==> config.mk <==
export PLATFORM = sky130hd
export DESIGN_NAME = shift_reg_arbiter
export DESIGN_NICKNAME = d
export VERILOG_FILES = /design/src/rtl/shift_reg_arbiter.sv
export SDC_FILE = /design/constraint.sdc
export NUM_CORES = 1
export LEC_CHECK = 0
export CAP_MARGIN = 10
export CORE_MARGIN = 8
export CORE_UTILIZATION = 47
export CTS_BUF_LIST = sky130_fd_sc_hd__clkbuf_16
export CTS_CLUSTER_DIAMETER = 30
export CTS_CLUSTER_SIZE = 16
export DETAILED_ROUTE_END_ITERATION = 7
export PLACE_DENSITY = 0.86
export REMOVE_ABC_BUFFERS = 1
export SLEW_MARGIN = 5
export SYNTH_ARGS = -nofsm -noshare
export SYNTH_HDL_FRONTEND = slang
export SYNTH_SLANG_ARGS = --single-unit
==> constraint.sdc <==
create_clock -name clk -period 2.38 [get_ports clk]
set_clock_uncertainty 0.2 [all_clocks]
set_input_delay 0.476 -clock clk [delete_from_list [all_inputs] [get_ports clk]]
set_output_delay 0.476 -clock clk [all_outputs]
set_load 0.005 [all_outputs]
==> src/rtl/shift_reg_arbiter.sv <==
// rtl/shift_reg_arbiter.sv - round-robin arbitrated parallel-to-serial shifter for two requesters
// Grants one word at a time, shifts it out MSB-first, then idles for GAP cycles.
module shift_reg_arbiter #(
  parameter int WIDTH = 8,
  parameter int GAP   = 1
) (
  input  logic             clk,
  input  logic             rst,
  input  logic             req0,
  input  logic [WIDTH-1:0] data0,
  output logic             ack0,
  input  logic             req1,
  input  logic [WIDTH-1:0] data1,
  output logic             ack1,
  output logic             sout,
  output logic             sout_valid,
  output logic             frame_start,
  output logic             busy,
  output logic             owner
);

  localparam logic [1:0] ST_IDLE  = 2'd0;
  localparam logic [1:0] ST_SHIFT = 2'd1;
  localparam logic [1:0] ST_GAP   = 2'd2;

  localparam int CNT_MAX = (WIDTH > GAP) ? WIDTH : GAP;
  localparam int CW      = $clog2(CNT_MAX + 1);
  localparam logic [CW-1:0] SHIFT_LOAD = CW'(WIDTH - 1);
  localparam logic [CW-1:0] GAP_LOAD   = CW'((GAP > 0) ? GAP - 1 : 0);

  logic [1:0]       state_q, state_d;
  logic [CW-1:0]    cnt_q, cnt_d;
  logic [WIDTH-1:0] sreg_q, sreg_d;
  logic             ptr_q, ptr_d;
  logic             owner_q, owner_d;
  logic             ack0_q, ack0_d;
  logic             ack1_q, ack1_d;
  logic             fstart_q, fstart_d;
  logic             valid_q, valid_d;
  logic             busy_q, busy_d;
  logic             grant0, grant1;

  // ptr_q = 0 favours requester 0 on a tie; a lone request always wins.
  assign grant1 = req1 & (~req0 | ptr_q);
  assign grant0 = req0 & ~grant1;

  always_comb begin
    state_d  = state_q;
    cnt_d    = cnt_q;
    sreg_d   = {sreg_q[WIDTH-2:0], 1'b0};
    ptr_d    = ptr_q;
    owner_d  = owner_q;
    ack0_d   = 1'b0;
    ack1_d   = 1'b0;
    fstart_d = 1'b0;

    case (state_q)
      ST_IDLE: begin
        if (grant0 | grant1) begin
          sreg_d   = grant1 ? data1 : data0;
          owner_d  = grant1;
          ptr_d    = ~grant1;
          cnt_d    = SHIFT_LOAD;
          ack0_d   = grant0;
          ack1_d   = grant1;
          fstart_d = 1'b1;
          state_d  = ST_SHIFT;
        end
      end
      ST_SHIFT: begin
        if (cnt_q == '0) begin
          if (GAP > 0) begin
            state_d = ST_GAP;
            cnt_d   = GAP_LOAD;
          end else begin
            state_d = ST_IDLE;
          end
        end else begin
          cnt_d = cnt_q - CW'(1);
        end
      end
      ST_GAP: begin
        if (cnt_q == '0) begin
          state_d = ST_IDLE;
        end else begin
          cnt_d = cnt_q - CW'(1);
        end
      end
      default: state_d = ST_IDLE;
    endcase

    valid_d = (state_d == ST_SHIFT);
    busy_d  = (state_d != ST_IDLE);
  end

  // The shift register drains to zero by the end of a frame, so its MSB
  // doubles as sout and is already 0 whenever no frame bit is on the lane.
  always_ff @(posedge clk) begin
    if (rst) begin
      state_q  <= ST_IDLE;
      cnt_q    <= '0;
      sreg_q   <= '0;
      ptr_q    <= 1'b0;
      owner_q  <= 1'b0;
      ack0_q   <= 1'b0;
      ack1_q   <= 1'b0;
      fstart_q <= 1'b0;
      valid_q  <= 1'b0;
      busy_q   <= 1'b0;
    end else begin
      state_q  <= state_d;
      cnt_q    <= cnt_d;
      sreg_q   <= sreg_d;
      ptr_q    <= ptr_d;
      owner_q  <= owner_d;
      ack0_q   <= ack0_d;
      ack1_q   <= ack1_d;
      fstart_q <= fstart_d;
      valid_q  <= valid_d;
      busy_q   <= busy_d;
    end
  end

  assign ack0        = ack0_q;
  assign ack1        = ack1_q;
  assign sout        = sreg_q[WIDTH-1];
  assign sout_valid  = valid_q;
  assign frame_start = fstart_q;
  assign busy        = busy_q;
  assign owner       = owner_q;

endmodule

==> results.py, run 1 <==
metrics = {
    "outcome": {
        "status": "finished, final reports clean",
    },
    "finish": {
        "final_nets": 158,
        "largest_reg_flops": 8,
        "drive_gt1_frac": 0.115,
        "antennaDiodeCount": 0,
        "final_common_cell": "clkdlybuf4s50_1",
        "fin_cells": 158,
        "fill_cells": 157,
        "syn_to_final_growth_pct": 38.3,
        "top_register": "sreg_q",
        "top_regs": "sreg_q (8), cnt_q (4), state_q (2)",
        "final_cell_mix": "clkdlybuf4s50_1, dfxtp_1, nor2_1",
    },
    "synthesis": {
        "synth_edf_count": 0,
        "netlist_area_um2": 1010,
        "ys_seq_area_frac": 0.417,
        "synth_area_leaders": "dfxtp_1, mux2i_1, ha_1, a211oi_1, nor2_1",
        "synth_top_flop_cell": "dfxtp_1",
        "async_reset_ff_frac": 0,
        "synthCells": 100,
        "avgSynthCellArea_um2": 10.1,
        "synth_top_area_frac": 0.417,
        "synth_top_area_cell": "dfxtp_1",
        "ys_warn_count": 0,
        "synth_cell_types": 35,
        "synth_seq_cells": 21,
    },
    "sta": {
        "max_slew_margin": 0.746,
        "drv_slew": 0,
        "rsz0062_at_grt": "false",
        "fin_setup_tns_ns": 0,
        "fin_crit_ns": 1.99,
        "tightest_slew_ns": 0.381,
        "finalHoldViolations": 0,
        "post-route-period-util": 0.837,
        "setup_viol": 0,
        "clock.fmax_ghz": 0.502,
    },
    "clock_network": {
        "h-tree-depth": 1,
        "cts-resized-gates": 0,
        "ctsRootBufferMaster": "clkbuf_16",
        "post_cts_buffers": 0,
        "clk_latency_ns": 0.25,
        "cts_buffer_depth": 2,
        "ctsHoldBuffers": 0,
        "tritoncts": "built",
        "clock-sinks": 21,
        "cts.clk_slew.worst_paths_ns": 0.06,
        "cts-buffers-inserted": 3,
    },
    "global_routing": {
        "grt_max_degree": 15,
        "grt_pass1_wl_mm": 3.73,
        "gr-total-overflow": 0,
        "grt_util_all_layers": 0.117,
        "grt_pass1_vias": 825,
        "antenna_found_initial": 0,
    },
    "critical_path": {
        "critPathMaxFanout": 8,
        "crit_path_end_kind": "flip-flop",
        "worstPathArrival_ns": 1.93,
        "cpMaxStageDelayCell": "clkdlybuf4s50_1",
        "cpPeakStageDelay_ns": 0.57,
        "cp_cell_sequence": "clkdlybuf4s50_1, nor2_2, a221oi_4, o21ai_2, a32o_1",
        "criticalPathCategory": "input pin to flip-flop",
        "start_kind": "input pin",
        "critical_path_required_ns": 2.32,
    },
    "floorplanning": {
        "die_w_um": 62.3,
        "io_pins": 27,
        "num_rows": 16,
        "start_util": 0.503,
        "die_area_um2": 3880,
        "chipHeight_um": 62.3,
        "coreArea_um2": 2000,
    },
    "power": {
        "ir_drop_mv": 0.625,
        "cellPowerDensity_nw_per_um2": 1020,
        "switchingPower_w": 0.000455,
        "seqPwrFrac": 0.357,
        "sw_frac_of_total": 0.320,
        "p_int_w": 0.000967,
        "power.total_w": 0.00142,
        "power_frac_clock": 0.243,
        "leakage_nw": 0.590,
        "combPwrFrac": 0.400,
    },
    "placement": {
        "gp_routability_congestion": 0.882,
        "hpwl_mm": 1.81,
        "place_inst": 154,
        "port-buffer-count": 26,
    },
    "route": {
        "ant_nets": 0,
        "first_iter_violations": 36,
        "wire_per_inst_um": 15.2,
        "dr.pass1.iters": 4,
        "vias": 841,
        "drt_wl_total_mm": 2.40,
        "drc": 0,
        "viasPerCell": 5.32,
    },
    "job": {
        "maxCapViolCount": 0,
    },
    "min_path": {
        "hold_class": "flip-flop to flip-flop",
    },
}
[per-layer routing]
layer  vias to the layer above  part of all wire  track usage  routed length [um]
met3                         5             0.066       0.0394                 157
met4                         0             0.014       0.0541                  33
met2                        25              0.48        0.204                1160
met1                       385              0.44        0.123                1050
li1                        426                 -            -                   -
met5                         -                 0            0                   0
[cell families (layout without fill, tap and decap cells)]
family / count (synthesis) / count (layout) / synth area share
buffers and inverters: 9 / 40 / 0.0410
and+or+nand+nor: 26 / 26 / 0.150
AOI/OAI and AO/OA: 30 / 30 / 0.237
adders and majority gates: 6 / 6 / 0.0745
DFF: 21 / 21 / 0.417
muxes: 8 / 8 / 0.0795
[area by class of cell]
| class | count | area [um^2] | area share |
|---|---|---|---|
| Clock buffer | 3 | 75.1 | 0.0539 |
| Clock inverter | 1 | 5.00 | 0.00359 |
| Inverter | 6 | 22.5 | 0.0162 |
| Multi-Input combinational cell | 70 | 546 | 0.392 |
| Sequential cell | 21 | 420 | 0.302 |
| Tap cell | 27 | 33.8 | 0.0243 |
| Timing Repair Buffer | 30 | 290 | 0.208 |
[critical path, delay by kind of cell]
family / cells / cell delay, ns
AOI/OAI and AO/OA: 3 / 0.78
buffers and inverters: 1 / 0.57
and+or+nand+nor: 1 / 0.10
[final timing paths]
check,startpoint,to,slack (ns),cells after the start
setup / recovery,req0,cnt_q[2],0.39,5
setup reg to reg,state_q[0],cnt_q[2],0.47,5
hold / removal,owner,owner,0.29,1
hold reg to reg,owner,owner,0.29,1
[per-stage QoR]
stage / hold WS (ns) / setup WS [ns] / utilization / cell area (um^2)
finish: 0.287 / 0.388 / 0.696 / 1390
global route: 0.315 / 0.354 / 0.696 / 1390
CTS: 0.293 / 0.407 / 0.696 / 1390
detailed placement: 0.277 / 0.178 / 0.656 / 1310
global placement: 0.259 / 0.204 / 0.656 / 1310
floorplan: 0.245 / 0.602 / - / 988
[synthesized netlist by cell type, types with 2 or more instances]
cell type / instances
dfxtp_1: 21
a211oi_1: 7
o21a_1: 2
nand4b_1: 2
inv_1: 6
and2_1: 2
buf_4: 2
o21ai_1: 6
ha_1: 6
mux2i_1: 8
a21oi_1: 3
nor2_1: 12
[power by group through the flow]
stage                     combinational [W]  sequential [W]  clock (W)
final                              0.000569        0.000508   0.000345
after global placement             0.000549        0.000508          0
after detailed placement           0.000566        0.000513          0
after floorplan                    0.000374        0.000504          0
after global routing               0.000623        0.000522   0.000372
after CTS                          0.000575        0.000507   0.000351
Power figures use the tool's default switching activity.
==> run 2, diff against run 1 <==
==> constraint.sdc (replaced) <==
create_clock -name clk -period 1.92 [get_ports clk]
set_clock_uncertainty 0.2 [all_clocks]
set_input_delay 0.384 -clock clk [delete_from_list [all_inputs] [get_ports clk]]
set_output_delay 0.384 -clock clk [all_outputs]
set_load 0.005 [all_outputs]
==> run 2 against run 1 <==
- non-clock buffer count is 4 higher
- setup slack got worse by 0.32 ns
- power rose by 25%
- count of clock-buffer cells in the layout is the same
- utilization rose by 1.6 points
- sequential power grew 24%
- first-iteration DRC count down 56%
- combinational power grew 28%
==> results.py, run 2 (synthesis results as in run 1) <==
metrics = {
    "outcome": {
        "status": "finished, final reports clean",
    },
    "power": {
        "ir_drop_mv": 0.885,
        "leakage_nw": 0.609,
        "cellPowerDensity_nw_per_um2": 1250,
        "combPwrFrac": 0.411,
        "power.total_w": 0.00178,
        "power_frac_clock": 0.235,
        "sw_frac_of_total": 0.316,
        "switchingPower_w": 0.000561,
        "seqPwrFrac": 0.353,
        "p_int_w": 0.00122,
    },
    "finish": {
        "top_regs": "sreg_q (8), cnt_q (4), state_q (2)",
        "antennaDiodeCount": 0,
        "final_cell_area_um2": 1420,
        "largest_reg_flops": 8,
        "final_common_cell": "clkdlybuf4s50_1",
        "post-route-util": 0.711,
        "fill_cells": 161,
        "final_nets": 162,
        "drive_gt1_frac": 0.141,
        "syn_to_final_growth_pct": 41.4,
        "top_register": "sreg_q",
        "final_cell_mix": "clkdlybuf4s50_1, dfxtp_1, nor2_1",
    },
    "sta": {
        "tightest_slew_ns": 0.308,
        "holdWs_ns": 0.280,
        "setup_viol": 0,
        "drv_slew": 0,
        "max_slew_margin": 0.794,
        "post-route-period-util": 0.963,
        "fin_crit_ns": 1.85,
        "fin_setup_tns_ns": 0,
        "finalHoldViolations": 0,
        "rsz0062_at_grt": "false",
        "clock.fmax_ghz": 0.541,
    },
    "floorplanning": {
        "io_pins": 27,
        "start_util": 0.503,
        "coreArea_um2": 2000,
        "die_area_um2": 3880,
        "num_rows": 16,
        "chipHeight_um": 62.3,
        "die_w_um": 62.3,
    },
    "global_routing": {
        "grt_pass1_wl_mm": 4.10,
        "antenna_found_initial": 0,
        "grt_pass1_vias": 904,
        "gr-total-overflow": 0,
        "grt_util_all_layers": 0.126,
        "grt_max_degree": 15,
    },
    "critical_path": {
        "worstPathArrival_ns": 1.78,
        "crit_path_end_kind": "flip-flop",
        "path_buf_inv": 1,
        "start_kind": "flip-flop",
        "cp_cell_sequence": "inv_1, ha_1, or3b_4, a21oi_4, o21ai_2, a32o_1",
        "crit_family": "compound AO/OA/AOI/OAI gates",
        "cpMaxStageDelayCell": "or3b_4",
        "critical_path_required_ns": 1.86,
        "cpPeakStageDelay_ns": 0.40,
        "criticalPathCategory": "flip-flop to flip-flop",
        "critPathMaxFanout": 5,
    },
    "min_path": {
        "hold_class": "flip-flop to flip-flop",
    },
    "placement": {
        "port-buffer-count": 26,
        "post_dp_cell_area_um2": 1340,
        "gp_routability_congestion": 0.891,
        "hpwl_mm": 1.87,
    },
    "clock_network": {
        "cts.clk_slew.worst_paths_ns": 0.05,
        "tritoncts": "built",
        "cts-buffers-inserted": 3,
        "h-tree-depth": 1,
        "clk_latency_ns": 0.25,
        "ctsRootBufferMaster": "clkbuf_16",
        "clock-sinks": 21,
        "ctsHoldBuffers": 0,
        "cts_buffer_depth": 2,
    },
    "route": {
        "dr.pass1.iters": 2,
        "ant_nets": 0,
        "vias": 856,
        "drc": 0,
        "drt_wl_total_mm": 2.36,
        "wire_per_inst_um": 14.6,
        "first_iter_violations": 16,
        "viasPerCell": 5.28,
    },
    "job": {
        "maxCapViolCount": 0,
    },
}
run 2: metal layers:
metal | global-route usage | wire, um | vias up
met2 | 0.228 | 1160 | 22
met4 | 0.0342 | 21 | 0
met3 | 0.0358 | 116 | 2
met5 | 0 | 0 | -
met1 | 0.138 | 1060 | 398
li1 | - | - | 434
run 2: repair_timing:
item | 4_1_cts | 5_1_grt
resized for setup | 0 | 1
endpoints found under the setup margin | 0 | 6
setup buffers | 0 | 0
run 2: worst reg2reg max path, cell delays in order (launching register included):
cell and delay, ns:
dfxtp_1 0.33, inv_1 0.09, ha_1 0.17, or3b_4 0.40, a21oi_4 0.22, o21ai_2 0.07, a32o_1 0.27
run 2: stage by stage:
stage / worst slack (ns) / std cells
2_1_floorplan: 0.146 / 97
5_1_grt: 0.0115 / 162
4_1_cts: 0.0732 / 162
6_report: 0.0719 / 162
3_3_place_gp: -0.0774 / 158
3_5_place_dp: -0.108 / 158
run 2: power by group through the flow:
stage | sequential [W] | combinational (W) | clock (W)
6_report | 0.000628 | 0.000730 | 0.000418
5_1_grt | 0.000641 | 0.000815 | 0.000451
4_1_cts | 0.000626 | 0.000730 | 0.000427
3_5_place_dp | 0.000633 | 0.000723 | 0
3_3_place_gp | 0.000630 | 0.000687 | 0
2_1_floorplan | 0.000625 | 0.000464 | 0
run 2: layout make-up:
type,instances,area [um^2],share of cell area
clock inverter,1,3.75,0.00264
inverter,6,22.5,0.0158
timing repair buffer,34,320,0.225
sequential,21,420,0.295
clock buffer,3,75.1,0.0527
tap,27,33.8,0.0237
multi-input combinational,70,548,0.385
run 2: final timing paths:
| path | endpoint | depth (start not counted) | slack (ns) | from |
|---|---|---|---|---|
| setup / recovery | cnt_q[2] | 6 | 0.07 | cnt_q[0] |
| hold / removal | owner | 1 | 0.28 | owner |
| setup reg to reg | cnt_q[2] | 6 | 0.07 | cnt_q[0] |
| hold reg to reg | owner | 1 | 0.28 | owner |
==> run 3, diff against run 2 <==
--- a/config.mk
+++ b/config.mk
@@ -14,7 +14,6 @@
 export DETAILED_ROUTE_END_ITERATION = 7
 export PLACE_DENSITY = 0.86
 export REMOVE_ABC_BUFFERS = 1
-export SLEW_MARGIN = 5
 export SYNTH_ARGS = -nofsm -noshare
 export SYNTH_HDL_FRONTEND = slang
 export SYNTH_SLANG_ARGS = --single-unit
==> results of run 3 <==
No change in the layout: final DEF, timing and power equal those of run 2.
==> edit: new RTL, settings of run 2 <==
Change the parameter `WIDTH` from 8 to 4.
--- a/src/rtl/shift_reg_arbiter.sv
+++ b/src/rtl/shift_reg_arbiter.sv
@@ -2,5 +2,5 @@
 // Grants one word at a time, shifts it out MSB-first, then idles for GAP cycles.
 module shift_reg_arbiter #(
-  parameter int WIDTH = 8,
+  parameter int WIDTH = 4,
   parameter int GAP   = 1
 ) (
Interface: changed (resized data0 and data1); port bits go from 27 to 19. The function was not compared with the original's and may differ.
==> edit against run 2 <==
Sequential power down 34%. Count of clock-buffer cells in the layout unchanged. Worst setup slack improved by 0.054 ns. Sequential cell count shrank 5. Synthesized area decreased by 24%. Wire length is 24% lower. Power fell by 34%. Maximum frequency grew 3.0%. Cell area decreased by 23%. Critical path type is now input pin to flop.
==> edit: results (changes against run 2) <==
area post-placement 0.00101 sq mm (-25%); Met1 Routed Length 755 um (-29%); flop-to-flop setup slack 0.13 ns (+0.05 ns); Worst path max stage delay 0.51 ns (+0.11 ns); Psw 330 uW (-41%); Synth area leaders dfxtp_1 (42%), ha_1 (9.9%), mux2i_1 (5.3%), nor2_1 (3.9%), inv_1 (3.5%); Comb power 366 uW (-50%); hold_ws 0.293 ns (+0.0124 ns); vias in the first global route 641 (-29%); global-route total usage across every layer 11.5% (-1.1 points); share of post-route cells with drive strength above 1 21.4% (+7.3 points); hold path depth 2 (+1); worst vdd ir 655 uV (-26%); final RePlAce weighted congestion 0.825 (-7.5%); drt pass-1 iters 4 (+2); Reg2Reg Capture Point cnt_q[1]; DR iter-0 viols 12 (-4); drt via density 5.49 (+3.9%); CP max FO 4 (-1); fill cell count 106 (-34%); DR WL met3 133 um (+15%); count of cell types in the netlist 28 (-20%); Clock Power Share 33.7% (+10 points); sequential area share after synthesis 42.1% (+0.37 points); Routed wire per std cell 15.2 um (+3.9%); status finished, final reports clean; worst endpoint required time 1.88 ns (+0.02 ns); crit path from req0; fin cells 119 (-27%)
-- edit: cell types whose count changed in the layout (fill, tap and decap cells not counted), sizes merged, moves of 3 or more --
cell / run 2 / this run
clkdlybuf4s50: 26 / 18
dfxtp: 21 / 16
mux2i: 8 / 4
nor2: 13 / 9
nor3: 1 / 4
o21ai: 8 / 4
-- edit: worst max-delay path by stage --
| stage | slack, ns | endpoint |
|---|---|---|
| 6_report | 0.13 | busy |
| 4_1_cts | 0.02 | cnt_q[1] |
| 2_1_floorplan | 0.28 | cnt_q[0] |
| 5_1_grt | 0.02 | cnt_q[1] |
| 3_3_place_gp | -0.02 | sout_valid |
| 3_5_place_dp | -0.07 | busy |
-- edit: metal layers --
| layer | vias to the layer above | GRT usage (%) |
|---|---|---|
| met2 | 18 | 19.8 |
| li1 | 328 | - |
| met5 | - | 0 |
| met1 | 302 | 11.3 |
| met4 | 0 | 5.15 |
| met3 | 5 | 5.48 |
-- edit: layout make-up --
| cell class | count | area (sq um) | share of cell area [%] |
|---|---|---|---|
| Clock buffer | 3 | 75.1 | 6.81 |
| Multi-Input combinational cell | 51 | 419 | 38.0 |
| Sequential cell | 16 | 322 | 29.2 |
| Timing Repair Buffer | 26 | 240 | 21.8 |
| Inverter | 7 | 26.3 | 2.38 |
| Tap cell | 16 | 20.0 | 1.82 |
-- edit: repair_timing --
item	CTS	global route
resized for setup	0	3
endpoints found under the setup margin	0	5
endpoints found under the hold margin	0	0
setup buffers	0	1
-- edit: logic make-up (layout without fill, tap and decap cells) --
group                      Yosys count  after routing  synth area share, %
and+or+nand+nor                     22             22                 17.1
AOI/OAI and AO/OA                   19             19                 21.7
DFF                                 16             16                 42.1
buffers and inverters                8             36                 3.95
adders and majority gates            6              6                 9.87
muxes                                4              4                 5.26
